$ cat src/rtl/slib_pkg.sv
`default_nettype none
// ============================================================================
// Module   : slib_pkg
// Brief    : Shared constants and helpers for the slib FIFO family.
// Revision : 1.0 - initial release
// ============================================================================
package slib_pkg;

    localparam int FIFO_STD   = 0;
    localparam int FIFO_FWFT  = 1;

    localparam int SIZE_E_MIN = 1;
    localparam int SIZE_E_MAX = 12;

    function automatic int fifo_depth(input int size_e);
        return 1 << size_e;
    endfunction

    function automatic bit fifo_size_legal(input int size_e);
        return (size_e >= SIZE_E_MIN) && (size_e <= SIZE_E_MAX);
    endfunction

endpackage
`default_nettype wire

$ cat src/rtl/slib_fifo_gen_if.sv
`default_nettype none
// ============================================================================
// Module   : slib_fifo_gen_if
// Brief    : Push/pop, level and status bundle of the generic FIFO.
// Revision : 1.0 - initial release
// ============================================================================
interface slib_fifo_gen_if #(
    parameter int WIDTH  = 8,
    parameter int SIZE_E = 6
);
    logic              CLEAR;
    logic              WRITE;
    logic              READ;
    logic [WIDTH-1:0]  D;
    logic [SIZE_E:0]   AFULL_LVL;
    logic [SIZE_E:0]   AEMPTY_LVL;
    logic [WIDTH-1:0]  Q;
    logic              EMPTY;
    logic              FULL;
    logic              AFULL;
    logic              AEMPTY;
    logic [SIZE_E:0]   USAGE;
    logic              OVERFLOW;
    logic              UNDERFLOW;

    modport master (
        output CLEAR, WRITE, READ, D, AFULL_LVL, AEMPTY_LVL,
        input  Q, EMPTY, FULL, AFULL, AEMPTY, USAGE, OVERFLOW, UNDERFLOW
    );

    modport slave (
        input  CLEAR, WRITE, READ, D, AFULL_LVL, AEMPTY_LVL,
        output Q, EMPTY, FULL, AFULL, AEMPTY, USAGE, OVERFLOW, UNDERFLOW
    );
endinterface
`default_nettype wire

$ cat src/rtl/slib_fifo_ram.sv
`default_nettype none
// ============================================================================
// Module   : slib_fifo_ram
// Brief    : Simple dual-port synchronous RAM with registered read port.
// Revision : 1.0 - initial release
// ============================================================================
module slib_fifo_ram #(
    parameter int WIDTH  = 8,
    parameter int ADDR_W = 6
) (
    input  wire logic              CLK,
    input  wire logic              RST,
    input  wire logic              i_wr_en,
    input  wire logic [ADDR_W-1:0] i_wr_addr,
    input  wire logic [WIDTH-1:0]  i_wr_data,
    input  wire logic              i_rd_en,
    input  wire logic [ADDR_W-1:0] i_rd_addr,
    output logic      [WIDTH-1:0]  o_rd_data
);
    localparam int c_WORDS = 1 << ADDR_W;

    logic [WIDTH-1:0] r_mem [0:c_WORDS-1];

    always_ff @(posedge CLK) begin
        if (i_wr_en) begin
            r_mem[i_wr_addr] <= i_wr_data;
        end
    end

    // Only the output register is reset; the array keeps its contents.
    always_ff @(posedge CLK or posedge RST) begin
        if (RST) begin
            o_rd_data <= '0;
        end else if (i_rd_en) begin
            o_rd_data <= r_mem[i_rd_addr];
        end
    end
endmodule
`default_nettype wire

$ cat src/rtl/slib_fifo_gen.sv
`default_nettype none
// ============================================================================
// Module   : slib_fifo_gen
// Brief    : Generic single-clock FIFO, standard or first-word-fall-through.
// Revision : 1.0 - initial release
// ============================================================================
module slib_fifo_gen
    import slib_pkg::*;
#(
    parameter int WIDTH  = 8,
    parameter int SIZE_E = 6,
    parameter int FWFT   = FIFO_STD
) (
    input  wire logic       CLK,
    input  wire logic       RST,
    slib_fifo_gen_if.slave  bus
);
    localparam logic [SIZE_E:0] c_DEPTH_CNT = (SIZE_E+1)'(fifo_depth(SIZE_E));
    localparam logic [SIZE_E:0] c_ONE       = {{SIZE_E{1'b0}}, 1'b1};

    generate
        if (!fifo_size_legal(SIZE_E)) begin : g_bad_size
            $error("slib_fifo_gen: SIZE_E must lie in 1..12");
        end
    endgenerate

    logic [SIZE_E:0] r_wr_ptr;
    logic [SIZE_E:0] r_rd_ptr;
    logic [SIZE_E:0] r_usage;
    logic            w_empty;
    logic            w_full;
    logic            w_rd_ok;
    logic            w_wr_ok;
    logic            w_load;
    logic            w_ram_we;

    assign w_full   = (r_usage == c_DEPTH_CNT);
    assign w_rd_ok  = bus.READ && !w_empty;
    assign w_wr_ok  = bus.WRITE && (!w_full || w_rd_ok);
    assign w_ram_we = w_wr_ok && !bus.CLEAR;

    generate
        if (FWFT == FIFO_FWFT) begin : g_fwft
            logic r_qvalid;

            // r_rd_ptr tracks the next word still in RAM; the head lives in Q.
            assign w_empty = !r_qvalid;
            assign w_load  = !bus.CLEAR && (w_rd_ok || !r_qvalid) && (r_wr_ptr != r_rd_ptr);

            always_ff @(posedge CLK or posedge RST) begin
                if (RST) begin
                    r_qvalid <= 1'b0;
                end else if (bus.CLEAR) begin
                    r_qvalid <= 1'b0;
                end else if (w_rd_ok || !r_qvalid) begin
                    r_qvalid <= (r_wr_ptr != r_rd_ptr);
                end
            end
        end else begin : g_std
            assign w_empty = (r_usage == '0);
            assign w_load  = !bus.CLEAR && w_rd_ok;
        end
    endgenerate

    always_ff @(posedge CLK or posedge RST) begin
        if (RST) begin
            r_wr_ptr <= '0;
            r_rd_ptr <= '0;
            r_usage  <= '0;
        end else if (bus.CLEAR) begin
            r_wr_ptr <= '0;
            r_rd_ptr <= '0;
            r_usage  <= '0;
        end else begin
            if (w_wr_ok) begin
                r_wr_ptr <= r_wr_ptr + c_ONE;
            end
            if (w_load) begin
                r_rd_ptr <= r_rd_ptr + c_ONE;
            end
            if (w_wr_ok && !w_rd_ok) begin
                r_usage <= r_usage + c_ONE;
            end else if (!w_wr_ok && w_rd_ok) begin
                r_usage <= r_usage - c_ONE;
            end
        end
    end

    slib_fifo_ram #(
        .WIDTH  (WIDTH),
        .ADDR_W (SIZE_E)
    ) u_ram (
        .CLK       (CLK),
        .RST       (RST),
        .i_wr_en   (w_ram_we),
        .i_wr_addr (r_wr_ptr[SIZE_E-1:0]),
        .i_wr_data (bus.D),
        .i_rd_en   (w_load),
        .i_rd_addr (r_rd_ptr[SIZE_E-1:0]),
        .o_rd_data (bus.Q)
    );

    assign bus.EMPTY     = w_empty;
    assign bus.FULL      = w_full;
    assign bus.USAGE     = r_usage;
    assign bus.AFULL     = (r_usage >= bus.AFULL_LVL);
    assign bus.AEMPTY    = (r_usage <= bus.AEMPTY_LVL);
    assign bus.OVERFLOW  = !RST && !bus.CLEAR && bus.WRITE && !w_wr_ok;
    assign bus.UNDERFLOW = !RST && !bus.CLEAR && bus.READ && w_empty;
endmodule
`default_nettype wire
$ cat src/flat_wrapper.sv
// flat-port wrapper written by rule: the top's interface ports become plain ports
module slib_fifo_gen_flat import slib_pkg::*;
#(
    parameter int WIDTH  = 8,
    parameter int SIZE_E = 6,
    parameter int FWFT   = FIFO_STD
)
  (CLK, RST, bus_CLEAR, bus_WRITE, bus_READ, bus_D, bus_AFULL_LVL, bus_AEMPTY_LVL, bus_Q, bus_EMPTY, bus_FULL, bus_AFULL, bus_AEMPTY, bus_USAGE, bus_OVERFLOW, bus_UNDERFLOW);
  slib_fifo_gen_if #(.WIDTH(WIDTH), .SIZE_E(SIZE_E)) bus_i ();
  input  wire logic CLK;
  input  wire logic RST;
  input wire logic [$bits(bus_i.CLEAR)-1:0] bus_CLEAR;
  input wire logic [$bits(bus_i.WRITE)-1:0] bus_WRITE;
  input wire logic [$bits(bus_i.READ)-1:0] bus_READ;
  input wire logic [$bits(bus_i.D)-1:0] bus_D;
  input wire logic [$bits(bus_i.AFULL_LVL)-1:0] bus_AFULL_LVL;
  input wire logic [$bits(bus_i.AEMPTY_LVL)-1:0] bus_AEMPTY_LVL;
  output wire logic [$bits(bus_i.Q)-1:0] bus_Q;
  output wire logic [$bits(bus_i.EMPTY)-1:0] bus_EMPTY;
  output wire logic [$bits(bus_i.FULL)-1:0] bus_FULL;
  output wire logic [$bits(bus_i.AFULL)-1:0] bus_AFULL;
  output wire logic [$bits(bus_i.AEMPTY)-1:0] bus_AEMPTY;
  output wire logic [$bits(bus_i.USAGE)-1:0] bus_USAGE;
  output wire logic [$bits(bus_i.OVERFLOW)-1:0] bus_OVERFLOW;
  output wire logic [$bits(bus_i.UNDERFLOW)-1:0] bus_UNDERFLOW;
  assign bus_i.CLEAR = bus_CLEAR;
  assign bus_i.WRITE = bus_WRITE;
  assign bus_i.READ = bus_READ;
  assign bus_i.D = bus_D;
  assign bus_i.AFULL_LVL = bus_AFULL_LVL;
  assign bus_i.AEMPTY_LVL = bus_AEMPTY_LVL;
  assign bus_Q = bus_i.Q;
  assign bus_EMPTY = bus_i.EMPTY;
  assign bus_FULL = bus_i.FULL;
  assign bus_AFULL = bus_i.AFULL;
  assign bus_AEMPTY = bus_i.AEMPTY;
  assign bus_USAGE = bus_i.USAGE;
  assign bus_OVERFLOW = bus_i.OVERFLOW;
  assign bus_UNDERFLOW = bus_i.UNDERFLOW;
  slib_fifo_gen #(.WIDTH(WIDTH), .SIZE_E(SIZE_E), .FWFT(FWFT)) u_core (.CLK(CLK), .RST(RST), .bus(bus_i));
endmodule
$ cat config.mk
export PLATFORM = sky130hd
export DESIGN_NAME = slib_fifo_gen_flat
export DESIGN_NICKNAME = d
export VERILOG_FILES = /design/src/rtl/slib_pkg.sv /design/src/rtl/slib_fifo_gen_if.sv /design/src/rtl/slib_fifo_ram.sv /design/src/rtl/slib_fifo_gen.sv /design/src/flat_wrapper.sv
export SDC_FILE = /design/constraint.sdc
export NUM_CORES = 1
export LEC_CHECK = 0
export ABC_CLOCK_PERIOD_IN_PS = 2800
export BUFFER_PORTS_ARGS = -buffer_cell sky130_fd_sc_hd__buf_2
export CORE_UTILIZATION = 40
export DETAILED_ROUTE_END_ITERATION = 6
export PLACE_DENSITY = 0.57
export SETUP_SLACK_MARGIN = 0.15
export SYNTH_ARGS = -nofsm -noshare
export SYNTH_HDL_FRONTEND = slang
export SYNTH_HIERARCHICAL = 1
export SYNTH_SLANG_ARGS = --single-unit
$ cat constraint.sdc
create_clock -name CLK -period 2.8 [get_ports CLK]
set_input_delay 0.56 -clock CLK [delete_from_list [all_inputs] [get_ports CLK]]
set_output_delay 0.56 -clock CLK [all_outputs]
set_load 0.02 [all_outputs]
Word-level counts from Yosys, hierarchy flattened
Memory sizes are Yosys's and may differ from the RTL's. A register that Yosys moved wholly into a read port is not among the register bits.
Index checks and enable logic that the tools add are counted.
- add/subtract/negate cells: 4
- $lt $le $gt $ge: 2
- equality and inequality tests: 1
- multiplexer cells: 9
- reductions and logical operators: 22
- operators by type and width (operator ; number):
    7-bit 2-to-1 mux ; 7
    7-bit by 1-bit adder with 7-bit output (second input constant) ; 3
    1-bit logical AND ; 11
    7-bit equality test (second input constant) ; 1
    7-bit >= comparator ; 1
    7-bit less-or-equal comparator ; 1
    7-bit logical NOT ; 1
    7-bit by 1-bit subtractor with 7-bit output (second input constant) ; 1
    1-bit logical NOT ; 6
    2-bit nonzero test ; 2
    3-bit nonzero test ; 1
    1-bit 2-to-1 mux ; 2
    1-bit logical OR ; 1
- register bits after elaboration: 21
- bits in writable memories: 512
- input port bits: 27
- output and inout bits: 21
- logic and storage cells: 42
- memories: 1
- memory list (name ; words ; bits a word ; read ports ; clocked after memory_dff ; write ports ; RTL line ; RTL):
    u_core.u_ram.r_mem ; 64 ; 8 ; 1 ; 1 ; 1 ; slib_fifo_ram.sv:22 ; logic [WIDTH-1:0] r_mem [0:c_WORDS-1];

Depth between registers and ports, before layout
Gate-level depths: netlist (run 1).
- word-level depth: 10
- mapped depth: 11
- depth with buffers taken out: 11

Cells and area by module
Netlist (run 1), hierarchy kept.
- modules (own cells, without submodules) (module ; times used ; cells an instance ; area an instance (µm²) ; sequential area each (µm²)):
    slib_fifo_ram ; 1 ; 939 ; 20233.2 ; 15574.9
    slib_fifo_gen ; 1 ; 178 ; 1554.0 ; 475.5

Worst setup path before layout (run 1)
No wires, ideal clock.
- path type: register -> register
- start point: register u_core.r_usage[2], in the netlist u_core/bus.USAGE[2]
- end point: register u_core.r_usage[5], in the netlist u_core/bus.USAGE[5]
- library setup time: 0.066 ns
- arrival: 2.835 ns
- data required time: 2.734 ns
- slack: -0.100 ns
- stages on the path, launching flop included: 11
- buffers on the path: 0
- clock period less this slack: 2.900 ns
- path through: dfrtp_1 nor4_2 nand2_1 o21ai_0 nand2_1 ha_1 a21oi_1 nand2_1 or4_1 a41oi_1 mux2_2
- word-level cells in the longest chain between the ends: 8
- elaborated cells between the ends (all ways): 17
- classes of those cells: 2 x add/sub; 1 x eq/ne; 3 x mux; 11 x reduce/logical
- ends and longest elaborated chain (element ; RTL line ; RTL):
    start, declared ; slib_fifo_gen.sv:29 ; logic [SIZE_E:0] r_usage;
    start signal, assigned ; slib_fifo_gen.sv:82 ; r_usage <= r_usage + c_ONE;
    start signal, assigned ; slib_fifo_gen.sv:84 ; r_usage <= r_usage - c_ONE;
    branches (longest 8 deep; another with 7-bit by 1-bit subtractor with 7-bit output) ; -- ;
Several ways; the timed one is not identified. The select of a mux whose other input is x is not followed.
A chain may end at the register's enable or synchronous reset.

Worst setup path in the final report (run 1)
- start point: register u_core.r_usage[0], in the netlist u_core/bus.USAGE[0]
- end point: output bus_AFULL
- word-level cells in the longest chain between the ends: 1
- ends and longest elaborated chain (element ; RTL line ; RTL):
    7-bit >= comparator ; slib_fifo_gen.sv:106 ; assign bus.AFULL = (r_usage >= bus.AFULL_LVL);
    end, declared ; flat_wrapper.sv:21 ; output wire logic [$bits(bus_i.AFULL)-1:0] bus_AFULL;
Every way passes these cells.

==> run metrics, run 1 <==
worst-margin pin slew 0.857 ns; R2R setup slack 0.22 ns; crit start category flip-flop; final worst slack 0.00301 ns; total global-route track usage 0.177; number of global-route vias before repair 11.3k; Yosys cell types 49; Synth area leader edfxtp_1; Worst R2R Start u_core/bus.USAGE[2]; Site Rows 85; Post-Place Cells 1883; fin area 0.0257 mm2; RSZ-0062 raised after global routing true; Post-synth EDFFs 512; Reg clk slew, reported paths 0.06 ns; top-count cell post-synth edfxtp_1; Vias 11.0k; die height 235 um; critical setup path kind flip-flop to output port; max cap viols 0; CTS tree done; Worst Hold Class input port to flip-flop; Seq. cell area 0.0161 mm2; hold_sp bus_D[5]; drt initial violations 876; post-route ant nets 0; core area 0.0538 mm2; CP Max Fanout 2; global-route wire length before repair 72500 um; Worst EP required 2.24 ns; CP endpoint kind output port; hold depth 1; Yosys warnings 6; initial antenna violation count 0; f_max 358 MHz; # clock sinks 539; Yosys top cell area share 0.706; total power 0.0194 W; wire per inst 24.3 um; root buf cell clkbuf_16; met1 Usage GRT 0.243; sequential element share of the synthesized area 0.737; post-DP HPWL 30900 um; Cell Area, Synth 0.0218 mm2; grt peak-use layer met2; DRC Markers 0; Synthesized Nets 1167; Final Slew Violations 0; Clock Latency Late Sink 0.61 ns; ys flop type edfxtp_1; Setup WS pre-CTS -0.136 ns; Leak Pwr 8.23 nW; final count of hold timing violations 0; initial core utilization 0.405; global routing usage on met3 0.0274; GRT overflow 0; area grow syn2layout 17.9%; main area contributors after synthesis edfxtp_1, mux4_2, dfrtp_1, mux2_2, mux2i_1; Post-Layout Cell Count 2001; multi-input logic area 0.00563 mm2; share of layout cells above drive strength 1 0.349; capture point of the worst reg-to-reg path u_core/bus.USAGE[5]; status complete, no violations; Syn Inst Count 1117; Layout Skew 0.0238 ns; Area after DPL 0.0235 mm2; vias per inst 5.48; crit path time final 2.80 ns; drt first pass iters 5; Synth top cells by count edfxtp_1, mux4_2, nor2_1; routability congestion estimate 0.826; hold worst-path end u_core/u_ram/r_mem[58][5]; largest net degree at the start of global routing 65; Async SR Flop Fraction 0.0501; die area 0.0554 mm2; syn_area_per_cell 19.5 um2; Ports 48; total CTS buffers 55; Die Wd 235 um; critical path arrival 2.24 ns; clk buf depth 3; Yosys reg bits 539; H-tree lvl count 2; power per cell area 755 mW/mm2; period utilization 0.999; Routed WL 48600 um; Slew Limit Headroom 0.427; post-layout net count 1311; Port Buf Inserts 47; Ant. Diodes 0; fill count 4434; Final setup violation count 0; r2r worst-path depth 11; M2 GR Usage 0.291; Peak VDD IR 0.522 mV
[layer usage]
metal	share of wire	vias up
met5	0	-
met4	0.027	0
met3	0.042	74
met2	0.49	261
met1	0.44	5785
li1	-	4843
[power by group]
group,switching (W),leakage [nW],internal (W)
sequential,0.000146,4.95,0.00895
clock,0.00301,0.865,0.00420
combinational,0.00162,2.42,0.00146
total,0.00477,8.23,0.0146
[flip-flops by register name, summed over array words and instances, names as in the netlist]
signal and count:
u_core/r_rd_ptr 6, u_core/r_wr_ptr 6, u_core/u_ram/r_mem 512, u_core/u_ram/o_rd_data 8, u_core/bus.USAGE 7
[repair_timing]
| item | in CTS | in global routing |
|---|---|---|
| buffers inserted | 8 | 8 |
| endpoints found under the setup margin | 62 | 216 |
| gates resized for setup | 33 | 46 |
| hold buffers | 1 | 0 |
| endpoints found under the hold margin | 2 | 0 |
| pin swaps | 10 | 5 |
[kinds of logic after synthesis]
family                     Yosys count  synth area share
muxes                              198             0.162
buffers and inverters               87            0.0180
xor gates and xnor gates            12           0.00482
DFF                                539             0.737
AOI/OAI and AO/OA                   80            0.0275
and+or+nand+nor                    178            0.0373
adders and majority gates           23            0.0136
[cell type report]
class / count / share of cell area
Sequential cell: 539 / 0.625
Multi-Input combinational cell: 491 / 0.219
Clock buffer: 73 / 0.0578
Timing Repair Buffer: 144 / 0.0475
Tap cell: 696 / 0.0339
Clock inverter: 28 / 0.0115
Inverter: 30 / 0.00448
[stage by stage]
step,util,hold WS (ns),TNS (ns)
2_1_floorplan,-,0.376,0
3_3_place_gp,0.436,0.611,-0.815
3_5_place_dp,0.436,0.612,-7.82
4_1_cts,0.473,0.325,-0.0270
5_1_grt,0.477,0.340,-0.0933
6_report,0.477,0.377,0
[layout by cell type (no fill, tap or decap), types with 5 or more instances in the layout]
cell type | Yosys | routed
ha_1 | 22 | 16
clkinv_2 | 0 | 9
dfrtp_1 | 27 | 22
a221oi_1 | 9 | 8
nor3_1 | 6 | 6
ha_4 | 0 | 6
inv_1 | 30 | 29
bufinv_16 | 0 | 5
mux2_2 | 36 | 36
clkbuf_1 | 26 | 15
buf_4 | 1 | 77
mux4_2 | 120 | 120
a22oi_1 | 16 | 16
o221ai_1 | 16 | 16
clkbuf_16 | 0 | 56
nor2b_1 | 9 | 8
clkinv_1 | 0 | 5
buf_12 | 0 | 18
mux2i_1 | 40 | 40
buf_6 | 5 | 5
edfxtp_1 | 512 | 512
o22ai_1 | 10 | 9
buf_2 | 20 | 43
nor2_2 | 0 | 39
nand2_1 | 22 | 19
nand4_1 | 8 | 8
nor2_1 | 95 | 53
xor2_1 | 8 | 8
nand2b_1 | 6 | 5
nand3_1 | 15 | 15
[critical path, stage by stage (launching register included)]
cell and delay (ns):
dfrtp_1 0.39, buf_6 0.13, inv_4 0.05, ha_4 0.18, nand2b_4 0.13, a21o_1 0.16, a21oi_2 0.19, o21ai_1 0.08
a31o_2 0.21, buf_6 0.13
[how the worst max path moves through the flow]
stage               slack (ns)  depth (start not counted)                         to           startpoint
detailed placement       -0.14                          7  u_core/u_ram/r_mem[38][5]             bus_READ
floorplan                 0.18                         10        u_core/bus.USAGE[5]  u_core/bus.USAGE[2]
finish                   0.003                          9                  bus_AFULL  u_core/bus.USAGE[0]
CTS                      -0.03                          9                  bus_AFULL  u_core/bus.USAGE[0]
global route             -0.09                          9                  bus_AFULL  u_core/bus.USAGE[0]
global placement         -0.03                          6  u_core/u_ram/r_mem[51][3]             bus_READ
(Power assumes the default switching activity.)
==> run 2: changes to the inputs <==
--- a/config.mk
+++ b/config.mk
@@ -6,7 +6,7 @@
 export NUM_CORES = 1
 export LEC_CHECK = 0
 export ABC_CLOCK_PERIOD_IN_PS = 2800
-export BUFFER_PORTS_ARGS = -buffer_cell sky130_fd_sc_hd__buf_2
+export BUFFER_PORTS_ARGS = -buffer_cell sky130_fd_sc_hd__buf_4
 export CORE_UTILIZATION = 40
 export DETAILED_ROUTE_END_ITERATION = 6
 export PLACE_DENSITY = 0.57
==> run metrics, run 2 (synthesis results as in run 1) <==
status complete, but fails checks (was complete, no violations); failing checks design-rule violations, negative setup slack; Reg clk slew, reported paths 0.06 ns (about the same); initial antenna violation count 0 (unchanged); metal3 WL 2400 um (was 2050 um); total global-route track usage 0.178 (was 0.177); total CTS buffers 54 (was 55); most common cell after layout, fill and taps aside edfxtp_1 (unchanged); max cap viols 0 (unchanged); CTS tree done (unchanged); GRT overflow 0 (unchanged); CP endpoint kind output port (unchanged); Site Rows 85 (unchanged); period utilization 1.00 (was 0.999); critical setup path kind flip-flop to output port (unchanged); Buf+Inv Stages, Crit Path 3 (unchanged); Switching Share 0.247 (was 0.246); # clock sinks 539 (unchanged); post-DP HPWL 29700 um (was 30900 um); initial core utilization 0.405 (unchanged); Reg with most FFs u_core/u_ram/r_mem (unchanged); worst-margin pin slew 0.767 ns (was 0.857 ns); DRC Markers 2 (was 0); wire per inst 24.4 um (was 24.3 um); number of flip-flops in the largest register 512 (unchanged); largest net degree at the start of global routing 65 (unchanged); Area after DPL 0.0235 mm2 (about the same); Routed WL 49000 um (was 48600 um); critical path arrival 2.25 ns (was 2.24 ns); crit start category flip-flop (unchanged); crit-path most repeated cell buf_6 (unchanged); share of layout cells above drive strength 1 0.354 (was 0.349); met1 WL 21300 um (was 21400 um); routability congestion estimate 0.833 (was 0.826); die area 0.0554 mm2 (unchanged); f_max 356 MHz (was 358 MHz); global-route wire length before repair 72900 um (was 72500 um); Ports 48 (unchanged); Worst Hold Class input port to flip-flop (unchanged); Worst path max stage delay 0.39 ns (about the same); RSZ-0062 raised after global routing true (unchanged); Post-Place Cells 1890 (was 1883); clk buf depth 3 (unchanged); die height 235 um (unchanged); Ant. Diodes 0 (unchanged); vias per inst 5.51 (was 5.48); Switch Pwr 0.00474 W (was 0.00477 W); commonest cells after routing, fill and taps aside edfxtp_1, buf_4, mux4_2, clkbuf_16, nor2_1 (was edfxtp_1, mux4_2, buf_4, clkbuf_16, nor2_1); area grow syn2layout 17.8% (was 17.9%); Vias 11.0k (about the same); Die Wd 235 um (unchanged); top layer in use met5 (was met4); final count of hold timing violations 0 (unchanged); Port Buf Inserts 47 (unchanged); critical-path cell list buf_6 > inv_4 > ha_4 > nand2b_4 > a21o_1 > a21oi_2 > o21ai_1 > a31o_2 > buf_6 (unchanged); drt first pass iters 7 (was 5); drt initial violations 921 (was 876); combinational power share 0.161 (was 0.159); Post-Layout Cell Count 2006 (was 2001); Clock Latency Late Sink 0.59 ns (was 0.61 ns); Slew Limit Headroom 0.489 (was 0.427); sequential power share 0.475 (was 0.469); Final setup violation count 1 (was 0); fin area 0.0257 mm2 (about the same); met2 wire len 23800 um (was 23900 um); crit path time final 2.81 ns (was 2.80 ns); number of global-route vias before repair 11.4k (was 11.3k); root buf cell clkbuf_16 (unchanged); H-tree lvl count 2 (unchanged); Clk pwr share 0.364 (was 0.372); post-route ant nets 0 (unchanged); final worst slack -0.00907 ns (was 0.00301 ns); Leak Pwr 8.23 nW (about the same); power per cell area 748 mW/mm2 (was 755 mW/mm2); Peak VDD IR 0.447 mV (was 0.522 mV); Pint 0.0145 W (was 0.0146 W); core area 0.0538 mm2 (unchanged); slowest CP cell dfrtp_1 (unchanged); Final Slew Violations 0 (unchanged); Worst EP required 2.24 ns (about the same); post-layout net count 1314 (was 1311); CP Max Fanout 2 (unchanged); CP delay by family, top compound AO/OA/AOI/OAI gates (unchanged); Layout Skew 0.0186 ns (was 0.0238 ns)
run 2: changes by cell type in the layout (fill, tap and decap cells not counted), sizes merged:
cell,change
bufinv,-3
inv,-3
clkbuf,-1
buf,+4
clkinv,+8
run 2: area by class of cell:
class / count / area (um2)
multi-input cells: 491 / 5660
fillers: 4448 / 28200
clock inverters: 30 / 200
clock buffers: 72 / 1530
inverters: 30 / 115
well taps: 696 / 871
flip-flops and latches: 539 / 16100
repair buffers: 148 / 1220
run 2: repair_timing:
action,CTS,global route
hold endpoints to repair,8,0
endpoints found under the setup margin,2,317
gates resized for setup,26,55
hold buffers,1,0
pin swaps,11,7
buffers inserted,4,9
run 2: path summary, 6_finish.rpt:
check                                           from                         to  slack, ns  depth (start not counted)
setup reg to reg                 u_core/bus.USAGE[0]  u_core/u_ram/r_mem[50][3]       0.25                          9
max in group asynchronous                        RST         u_core/r_rd_ptr[2]       1.51                          3
hold / removal                             bus_WRITE        u_core/bus.USAGE[6]       0.40                          3
min in group asynchronous                        RST  u_core/u_ram/o_rd_data[4]       0.56                          3
hold reg to reg            u_core/u_ram/o_rd_data[3]  u_core/u_ram/o_rd_data[3]       0.64                          2
setup / recovery                 u_core/bus.USAGE[0]                  bus_AFULL     -0.009                          9
run 2: power groups by stage:
stage | logic (W) | registers (W) | clock network (W)
after floorplan | 0.00165 | 0.00935 | 0
after global placement | 0.00275 | 0.00928 | 0
after detailed placement | 0.00277 | 0.00929 | 0
after CTS | 0.00291 | 0.00912 | 0.00714
after global routing | 0.00334 | 0.00911 | 0.00743
final | 0.00309 | 0.00910 | 0.00699
run 2: through the flow:
stage | power (W) | setup slack, ns | hold slack [ns] | util | setup TNS, ns
finish | 0.0192 | -0.00907 | 0.395 | 0.477 | -0.00907
floorplan | 0.0110 | 0.180 | 0.376 | - | 0
detailed placement | 0.0121 | 0.0703 | 0.621 | 0.437 | 0
CTS | 0.0192 | -0.0112 | 0.375 | 0.472 | -0.0112
global route | 0.0199 | -0.0824 | 0.437 | 0.477 | -0.0824
global placement | 0.0120 | 0.0791 | 0.602 | 0.437 | 0
run 2: routing by layer:
layer	vias up	GRT usage
li1	4834	-
met1	5804	0.251
met2	325	0.283
met3	82	0.0243
met4	2	0.0638
met5	-	0.00952
run 2: tightest hold or removal path: stages:
cell	delay [ns]
buf_4	0.13
a221oi_2	0.06
nor3_1	0.17
